File: src/rtl/memory_access_stage_pkg.sv
// memory_access_stage_pkg: load/store type codes and FSM state encoding for the memory access stage.
package memory_access_stage_pkg;
  localparam logic [2:0] LOAD_NONE = 3'd0;
  localparam logic [2:0] LB = 3'd1;
  localparam logic [2:0] LH = 3'd2;
  localparam logic [2:0] LW = 3'd3;
  localparam logic [2:0] LBU = 3'd4;
  localparam logic [2:0] LHU = 3'd5;
  localparam logic [1:0] STORE_NONE = 2'd0;
  localparam logic [1:0] SB = 2'd1;
  localparam logic [1:0] SH = 2'd2;
  localparam logic [1:0] SW = 2'd3;
  typedef enum logic {ST_IDLE, ST_WAIT} state_t;
  function automatic logic is_load(input logic [2:0] t);
    return t inside {LB, LH, LW, LBU, LHU};
  endfunction
endpackage

File: src/rtl/memory_access_stage_load_store_aligner.sv
// load_store_aligner: store lane replication and byte enables, load lane extraction with sign/zero extension.
module load_store_aligner
  import memory_access_stage_pkg::*;
(
  input  logic [1:0]  lane,
  input  logic [2:0]  load_type,
  input  logic [1:0]  store_type,
  input  logic [31:0] store_data,
  input  logic [31:0] rdata,
  output logic [31:0] wdata,
  output logic [3:0]  byte_en,
  output logic [31:0] load_data
);
  logic [7:0] rbyte;
  logic [15:0] rhalf;
  always_comb begin
    rbyte = rdata[{lane, 3'b000} +: 8];
    rhalf = lane[1] ? rdata[31:16] : rdata[15:0];
    wdata = store_type == SB ? {4{store_data[7:0]}} :
            store_type == SH ? {2{store_data[15:0]}} : store_data;
    byte_en = store_type == SB ? 4'b0001 << lane :
              store_type == SH ? (lane[1] ? 4'b1100 : 4'b0011) : 4'b1111;
    load_data = load_type == LB  ? {{24{rbyte[7]}}, rbyte} :
                load_type == LBU ? {24'b0, rbyte} :
                load_type == LH  ? {{16{rhalf[15]}}, rhalf} :
                load_type == LHU ? {16'b0, rhalf} :
                load_type == LW  ? rdata : '0;
  end
endmodule

File: src/rtl/memory_access_stage.sv
// memory_access_stage: data-memory access via req/ready with registered write-back and stall request.
// Define MISALIGN_TRAP_EN to suppress misaligned halfword/word accesses and report them on MISALIGNED_ACCESS.
module memory_access_stage
  import memory_access_stage_pkg::*;
#(
  parameter int ADDRESS_WIDTH = 32,
  parameter int DATA_WIDTH = 32,
  parameter int REG_ADD_WIDTH = 5,
  parameter int D_CACHE_LW_WIDTH = 3,
  parameter int D_CACHE_SW_WIDTH = 2
) (
  input  logic                        CLK,
  input  logic                        RST,
  input  logic                        CLEAR_MEMORY_STAGE,
  input  logic [REG_ADD_WIDTH-1:0]    RD_ADDRESS_IN,
  input  logic [DATA_WIDTH-1:0]       ALU_RESULT_IN,
  input  logic [D_CACHE_LW_WIDTH-1:0] DATA_CACHE_LOAD_IN,
  input  logic [D_CACHE_SW_WIDTH-1:0] DATA_CACHE_STORE_IN,
  input  logic [DATA_WIDTH-1:0]       DATA_CACHE_STORE_DATA,
  input  logic                        WRITE_BACK_MUX_SELECT_IN,
  input  logic                        RD_WRITE_ENABLE_IN,
  output logic                        MEM_REQ,
  output logic                        MEM_WE,
  output logic [ADDRESS_WIDTH-1:0]    MEM_ADDR,
  output logic [DATA_WIDTH-1:0]       MEM_WDATA,
  output logic [3:0]                  MEM_BYTE_EN,
  input  logic [DATA_WIDTH-1:0]       MEM_RDATA,
  input  logic                        MEM_READY,
  output logic                        STALL_REQUEST,
`ifdef MISALIGN_TRAP_EN
  output logic                        MISALIGNED_ACCESS,
`endif
  output logic [REG_ADD_WIDTH-1:0]    RD_ADDRESS_OUT,
  output logic [DATA_WIDTH-1:0]       WRITE_BACK_DATA,
  output logic                        RD_WRITE_ENABLE_OUT
);
  state_t state_q, state_d;
  logic [DATA_WIDTH-1:0] alu_q, alu_d, sdata_q, sdata_d, wb_out_q, wb_out_d;
  logic [DATA_WIDTH-1:0] act_alu, act_sdata, wdata, load_data;
  logic [D_CACHE_LW_WIDTH-1:0] load_q, load_d, act_load;
  logic [D_CACHE_SW_WIDTH-1:0] store_q, store_d, act_store;
  logic [REG_ADD_WIDTH-1:0] rd_q, rd_d, act_rd, rd_out_q, rd_out_d;
  logic sel_q, sel_d, act_sel, we_q, we_d, act_we, we_out_q, we_out_d;
  logic discard_q, discard_d, in_idle, act_mem, mis, req, stall, bubble;
  logic [3:0] byte_en;
`ifdef MISALIGN_TRAP_EN
  logic mis_out_q, mis_out_d;
`endif

  load_store_aligner u_aligner (
    .lane       (act_alu[1:0]),
    .load_type  (act_load),
    .store_type (act_store),
    .store_data (act_sdata),
    .rdata      (MEM_RDATA),
    .wdata      (wdata),
    .byte_en    (byte_en),
    .load_data  (load_data)
  );

  // In IDLE the request comes straight from the inputs; in WAIT from the fields latched on entry.
  always_comb begin
    in_idle = state_q == ST_IDLE;
    act_alu = in_idle ? ALU_RESULT_IN : alu_q;
    act_sdata = in_idle ? DATA_CACHE_STORE_DATA : sdata_q;
    act_store = in_idle ? DATA_CACHE_STORE_IN : store_q;
    act_load = !in_idle ? load_q : DATA_CACHE_STORE_IN != STORE_NONE ? LOAD_NONE : DATA_CACHE_LOAD_IN;
    act_rd = in_idle ? RD_ADDRESS_IN : rd_q;
    act_we = in_idle ? RD_WRITE_ENABLE_IN : we_q;
    act_sel = in_idle ? WRITE_BACK_MUX_SELECT_IN : sel_q;
    act_mem = act_store != STORE_NONE || is_load(act_load);
`ifdef MISALIGN_TRAP_EN
    mis = in_idle && (((act_store == SH || act_load == LH || act_load == LHU) && act_alu[0]) ||
                      ((act_store == SW || act_load == LW) && act_alu[1:0] != 2'b00));
    mis_out_d = mis && !CLEAR_MEMORY_STAGE;
`else
    mis = 1'b0;
`endif
    req = in_idle ? act_mem && !CLEAR_MEMORY_STAGE && !mis : 1'b1;
    stall = req && !MEM_READY;
    state_d = stall ? ST_WAIT : ST_IDLE;
    discard_d = !in_idle && stall && (discard_q || CLEAR_MEMORY_STAGE);
    alu_d = act_alu;
    sdata_d = act_sdata;
    store_d = act_store;
    load_d = act_load;
    rd_d = act_rd;
    we_d = act_we;
    sel_d = act_sel;
    bubble = stall || CLEAR_MEMORY_STAGE || discard_q || mis;
    rd_out_d = bubble ? '0 : act_rd;
    we_out_d = bubble ? 1'b0 : act_we;
    wb_out_d = bubble ? '0 : act_sel ? load_data : act_alu;
  end

  always_ff @(posedge CLK) begin
    if (RST) begin
      state_q <= ST_IDLE;
      alu_q <= '0;
      sdata_q <= '0;
      store_q <= '0;
      load_q <= '0;
      rd_q <= '0;
      we_q <= 1'b0;
      sel_q <= 1'b0;
      discard_q <= 1'b0;
      rd_out_q <= '0;
      we_out_q <= 1'b0;
      wb_out_q <= '0;
    end else begin
      state_q <= state_d;
      alu_q <= alu_d;
      sdata_q <= sdata_d;
      store_q <= store_d;
      load_q <= load_d;
      rd_q <= rd_d;
      we_q <= we_d;
      sel_q <= sel_d;
      discard_q <= discard_d;
      rd_out_q <= rd_out_d;
      we_out_q <= we_out_d;
      wb_out_q <= wb_out_d;
    end
  end

`ifdef MISALIGN_TRAP_EN
  always_ff @(posedge CLK) begin
    if (RST) mis_out_q <= 1'b0;
    else mis_out_q <= mis_out_d;
  end
  assign MISALIGNED_ACCESS = mis_out_q;
`endif

  assign MEM_REQ = req;
  assign MEM_WE = req && act_store != STORE_NONE;
  assign MEM_ADDR = {act_alu[ADDRESS_WIDTH-1:2], 2'b00};
  assign MEM_WDATA = wdata;
  assign MEM_BYTE_EN = byte_en;
  assign STALL_REQUEST = stall;
  assign RD_ADDRESS_OUT = rd_out_q;
  assign WRITE_BACK_DATA = wb_out_q;
  assign RD_WRITE_ENABLE_OUT = we_out_q;
endmodule

File: config.mk
export PLATFORM = sky130hd
export DESIGN_NAME = memory_access_stage
export DESIGN_NICKNAME = d
export VERILOG_FILES = /design/src/rtl/memory_access_stage_pkg.sv /design/src/rtl/memory_access_stage_load_store_aligner.sv /design/src/rtl/memory_access_stage.sv
export SDC_FILE = /design/constraint.sdc
export NUM_CORES = 1
export LEC_CHECK = 0
export CAP_MARGIN = 15
export CORE_ASPECT_RATIO = 1.75
export CORE_MARGIN = 10
export CORE_UTILIZATION = 34
export DETAILED_ROUTE_END_ITERATION = 12
export PLACE_DENSITY = 0.7
export SLEW_MARGIN = 20
export SYNTH_ARGS = -nofsm -noshare
export SYNTH_HDL_FRONTEND = slang
export SYNTH_SLANG_ARGS = --single-unit
File: constraint.sdc
create_clock -name CLK -period 3.2 [get_ports CLK]
set_input_delay 0.48 -clock CLK [delete_from_list [all_inputs] [get_ports CLK]]
set_output_delay 0.48 -clock CLK [all_outputs]
set_load 0.01 [all_outputs]
== Word level (Yosys, flattened, before mapping) ==
Index checks and enable logic that the tools add are counted.

* Eq/ne operators: 7
* Shift operators: 2
* Muxes and demuxes: 22
* Reductions and logical operators: 15

{| class="wikitable"
|+ Operators with widths
! operator !! count
|-
| $mux 32 || 10
|-
| $shiftx 32x6->8 || 1
|-
| $mux 16 || 1
|-
| $mux 4 || 3
|-
| $eq 3x2->1 const B || 2
|-
| $eq 3x3->1 const B || 2
|-
| $mux 3 || 2
|-
| $logic_and 1x1->1 || 5
|-
| $mux 5 || 1
|-
| $reduce_bool 5->1 || 1
|-
| $logic_or 1x1->1 || 4
|-
| $mux 1 || 4
|-
| $reduce_bool 2->1 || 2
|-
| $shl 1x2->4 const A || 1
|-
| $eq 3x1->1 const B || 1
|-
| $eq 2x1->1 const B || 1
|-
| $eq 2x2->1 const B || 1
|-
| $logic_not 1->1 || 2
|-
| $mux 2 || 1
|-
| $reduce_or 2->1 || 1
|}

* Register bits after elaboration: 116
* Input bits: 112
* Output and inout bits: 109
* Logic and storage cells: 58

== Logic depth before layout (Yosys ltp) ==
* Depth after elaboration: 12
* Mapped depth: 10

== Modules after synthesis ==
From an unflattened synthesis, not the netlist that was laid out.

* Cells, all modules: 695
* Area, all modules: 6359.8 µm²

{| class="wikitable"
|+ By module, submodules not included
! module !! times used !! cells an instance !! area each (µm²) !! sequential area each (µm²)
|-
| memory_access_stage || 1 || 455 || 4616.9 || 2322.2
|-
| load_store_aligner || 1 || 240 || 1742.9 || 0.0
|}

== Worst setup path after synthesis ==
Ideal clock, no wire load.

* Path type: register -> output
* Start point: register state_q
* End point: output MEM_WDATA[22]
* Data arrival time: 2090 ps
* Path slack: 630 ps
* Stages on the path, launching flop included: 10
* Path buffers: 4
* Cells stage by stage: dfxtp_1 > buf_6 > buf_4 > mux2i_1 > nand2b_1 > and2_1 > buf_2 > clkbuf_1 > nor2_1 > a21oi_1

* Cells in the longest elaborated chain, start to end: 4
* Elaborated cells between the ends (all ways): 6
* Those cells by class: 2 x eq/ne; 4 x mux

{| class="wikitable"
|+ Ends and longest elaborated chain
! item !! line !! RTL
|-
| start: declaration || memory_access_stage.sv:37 || <nowiki>state_t state_q, state_d;</nowiki>
|-
| start signal: assignment || memory_access_stage.sv:111 || <nowiki>state_q <= state_d;</nowiki>
|-
| $mux 2 || memory_access_stage.sv:66 || <nowiki>act_store = in_idle ? DATA_CACHE_STORE_IN : store_q;</nowiki>
|-
| $eq 2x2->1 || memory_access_stage_load_store_aligner.sv:20 || <nowiki>store_type == SH ? {2{store_data[15:0]}} : store_data;</nowiki>
|-
| $mux 32 || memory_access_stage_load_store_aligner.sv:20 ||
|-
| $mux 32 * || memory_access_stage_load_store_aligner.sv:19 || <nowiki>wdata = store_type == SB ? {4{store_data[7:0]}} :</nowiki>
|-
| end: declaration || memory_access_stage.sv:25 || <nowiki>output logic [DATA_WIDTH-1:0] MEM_WDATA,</nowiki>
|}

Every way passes the cells marked *; elsewhere a longest branch is shown, timed or not.

== Worst setup path after layout ==
* Start point: input DATA_CACHE_STORE_IN[0]
* End point: output STALL_REQUEST

* Cells in the longest elaborated chain, start to end: 9
* Elaborated cells between the ends (all ways): 15
* Those cells by class: 5 x eq/ne; 4 x mux; 6 x reduce/logical

{| class="wikitable"
|+ Ends and longest elaborated chain
! item !! line !! RTL
|-
| start: declaration || memory_access_stage.sv:18 || <nowiki>input logic [D_CACHE_SW_WIDTH-1:0] DATA_CACHE_STORE_IN,</nowiki>
|-
| $reduce_bool 2->1 || memory_access_stage.sv:67 || <nowiki>act_load = !in_idle ? load_q : DATA_CACHE_STORE_IN != STORE_NONE ? LOAD_NONE : DATA_CACHE_LOAD_IN;</nowiki>
|-
| $mux 3 (2 in series) || memory_access_stage.sv:67 ||
|-
| $eq 3x1->1, or another cell as far along || memory_access_stage_pkg.sv:15 || <nowiki>return t inside {LB, LH, LW, LBU, LHU};</nowiki>
|-
| $reduce_bool 5->1 || memory_access_stage_pkg.sv:15 ||
|-
| $logic_or 1x1->1 * || memory_access_stage.sv:71 || <nowiki>act_mem = act_store != STORE_NONE || is_load(act_load);</nowiki>
|-
| $logic_and 1x1->1 * || memory_access_stage.sv:79 || <nowiki>req = in_idle ? act_mem && !CLEAR_MEMORY_STAGE && !mis : 1'b1;</nowiki>
|-
| $mux 1 * || memory_access_stage.sv:79 ||
|-
| $logic_and 1x1->1 * || memory_access_stage.sv:80 || <nowiki>stall = req && !MEM_READY;</nowiki>
|-
| end: declaration || memory_access_stage.sv:29 || <nowiki>output logic STALL_REQUEST,</nowiki>
|}

Marks and branches as above.

==> reports/results.ini <==
[routing]
vias_per_cell=4.86
drtAntennaViolNets=0
drt_iter0_markers=224
dr_wl_met3_um=1360
wl_um=20200
num_vias=5164
wl_met2_um=11000
dr.pass1.iters=4
wl_met1_um=7290
dr.max_layer_used=met4
remaining_drc_errors=0
wl_per_cell_um=19.0

[clocking]
post_cts_buffers=0
cts.path.max_buffers=2
tritoncts=built
cts.clk_slew.worst_paths_ps=50
clk_latency_ps=410
cts.sinks=116
cts_hold_buf=0
cts_max_level=4
cts_root_buf=clkbuf_16
cts_buffers=17

[sta]
tightest_slew_ps=957
period_share_pct=96.0
setup_viol=0
finalClockSkew_ps=9.29
whs_ps=488
max_slew_margin_pct=36.2
fin_crit_ps=3070
setup_ws_ps=128
hold_viol_final=0
report.final.slew_viol_count=0
rsz0062_at_grt=false
max_freq_mhz=325

[outcome]
status=finished, final reports clean

[floorplan]
die_h_um=192
die-area_um2=22600
dieWidth_um=118
row_count=62
initial_core_util_pct=34.7
pin_count=221
core-area_um2=16500

[hold_path]
holdPathStages=2
hold_class=reg -> reg

[finish]
fin_cells=1062
nFillCells=1547
design_area_um2=8630
drive_above_1_share_pct=11.0
nets=936
syn2layout_area_growth_pct=50.7

[power_and_ir_drop]
p_leak_nw=3.43
p_per_area_nw_per_um2=533
peakVddDrop_uv=371
total_power_w=0.00460

[yosys]
synth-edff-count=0
syn_avg_cell_area_um2=8.92
synthCells=642
async_flop_share_pct=0
synth_most_common_cell=nor2_1
yosysWarnings=0
ys_ff_latch=116
synthTopCellsByArea=dfxtp_1 41%, mux2i_1 15%, nor2_1 8.1%, buf_4 5.4%, mux2_2 3.1%
yosysTopAreaCellShare_pct=40.5
ys.flop_type=dfxtp_1
yosysUniqueCellTypes=45
synth_top_cell_by_area=dfxtp_1
synth_area_um2=5730
yosys-top-cells-count=124 x nor2_1, 116 x dfxtp_1, 88 x mux2i_1
yosysSeqAreaShare_pct=40.5

[placement]
routabilityCongestion=0.872
dpl.hpwl_um=15500
post_dp_cell_area_um2=7930
portBuffers=218
pre_cts_slack_ps=-75.4
dp_cells=1029

[worst_setup_path]
reg2reg_depth=7
start_kind=primary input
critical_path_class=in -> out
crit_required_ps=2720
cp.arrival_ps=2590
cp-end-kind=output port
cp_max_fo=4

[global_route]
grt_usage_pct=17.5
grt_pass1_vias=5441
grt_first_pass_wirelength_um=30900
overflow=0
grt_max_degree=85
antenna_found_initial=1

[flow_run]
cap_violations=0

worst paths after layout:
| kind | from | to | slack (ps) |
|---|---|---|---|
| max | DATA_CACHE_STORE_IN[0] | STALL_REQUEST | 130 |
| min | rd_q[1] | rd_q[1] | 490 |
| max reg2reg | state_q | WRITE_BACK_DATA[20] | 550 |
| min reg2reg | rd_q[1] | rd_q[1] | 490 |
routing by layer:
layer,track usage (%),vias up
met5,0,-
met4,7.35,0
met3,5.88,24
met2,32.6,182
met1,17.3,2398
li1,-,2560
state kept, by name, summed over array words and instances, names as in the netlist:
name                 count
WRITE_BACK_DATA         32
alu_q                   32
sdata_q                 32
RD_ADDRESS_OUT           5
rd_q                     5
load_q                   3
store_q                  2
RD_WRITE_ENABLE_OUT      1
discard_q                1
sel_q                    1
state_q                  1
we_q                     1
logic make-up after synthesis:
family,count (synthesis),synth area share (%)
AOI/OAI and AO/OA,132,16.1
buffers and inverters,117,10.9
DFF,116,40.5
muxes,106,19.2
other,1,0.0655
and+or+nand+nor,170,13.2
critical path, cell delays in order:
cell and delay, ps:
clkdlybuf4s50_1 460, or4b_2 710, a22o_1 240, o41ai_2 60, a21o_1 250, a21oi_1 90
dlygate4sd2_1 310
what timing repair did:
item                                    CTS  global route
resized for setup                         5             9
cloned                                    0             0
endpoints found under the setup margin    5            15
hold endpoints to repair                  0             0
pin swaps                                 1             0
report_power, final:
group	switching, W	internal, W	leakage [nW]
combinational	0.000439	0.000486	2.15
sequential	0.0000250	0.00152	0.957
clock	0.000662	0.00146	0.323
total	0.00113	0.00347	3.43
per-stage QoR:
step / util, % / setup TNS (ps)
floorplan: - / 0
global placement: 48.0 / -37.4
detailed placement: 48.0 / -118
CTS: 52.0 / 0
global route: 52.2 / 0
finish: 52.2 / 0
cell type report:
| class | count | area (um2) | area share [%] |
|---|---|---|---|
| diodes | 1 | 2.50 | 0.0290 |
| clock buffers | 23 | 488 | 5.65 |
| clock inverters | 9 | 173 | 2.00 |
| inverters | 33 | 124 | 1.43 |
| multi-input cells | 410 | 2830 | 32.8 |
| flip-flops and latches | 116 | 2330 | 26.9 |
| well taps | 224 | 280 | 3.25 |
| repair buffers | 246 | 2410 | 27.9 |
layout by cell type (no fill, tap or decap), types with 3 or more instances in the layout:
cell	instances
o22ai_1	9
dlygate4sd2_1	4
dfxtp_1	115
mux2_2	16
buf_6	3
inv_1	33
clkinv_2	3
mux2i_1	83
o32ai_1	9
o21a_1	16
clkdlybuf4s50_1	208
nor2_1	124
o211ai_1	11
clkbuf_8	4
nand2_1	15
a211oi_1	18
buf_4	25
a21oi_1	21
bufinv_16	5
and2_1	4
clkbuf_16	17
a31oi_1	9
o21ai_0	17
mux2i_2	4
a221oi_1	9
nor3_1	8
dlymetal6s2s_1	5
nor2b_1	8
Power figures use the tool's default switching activity.
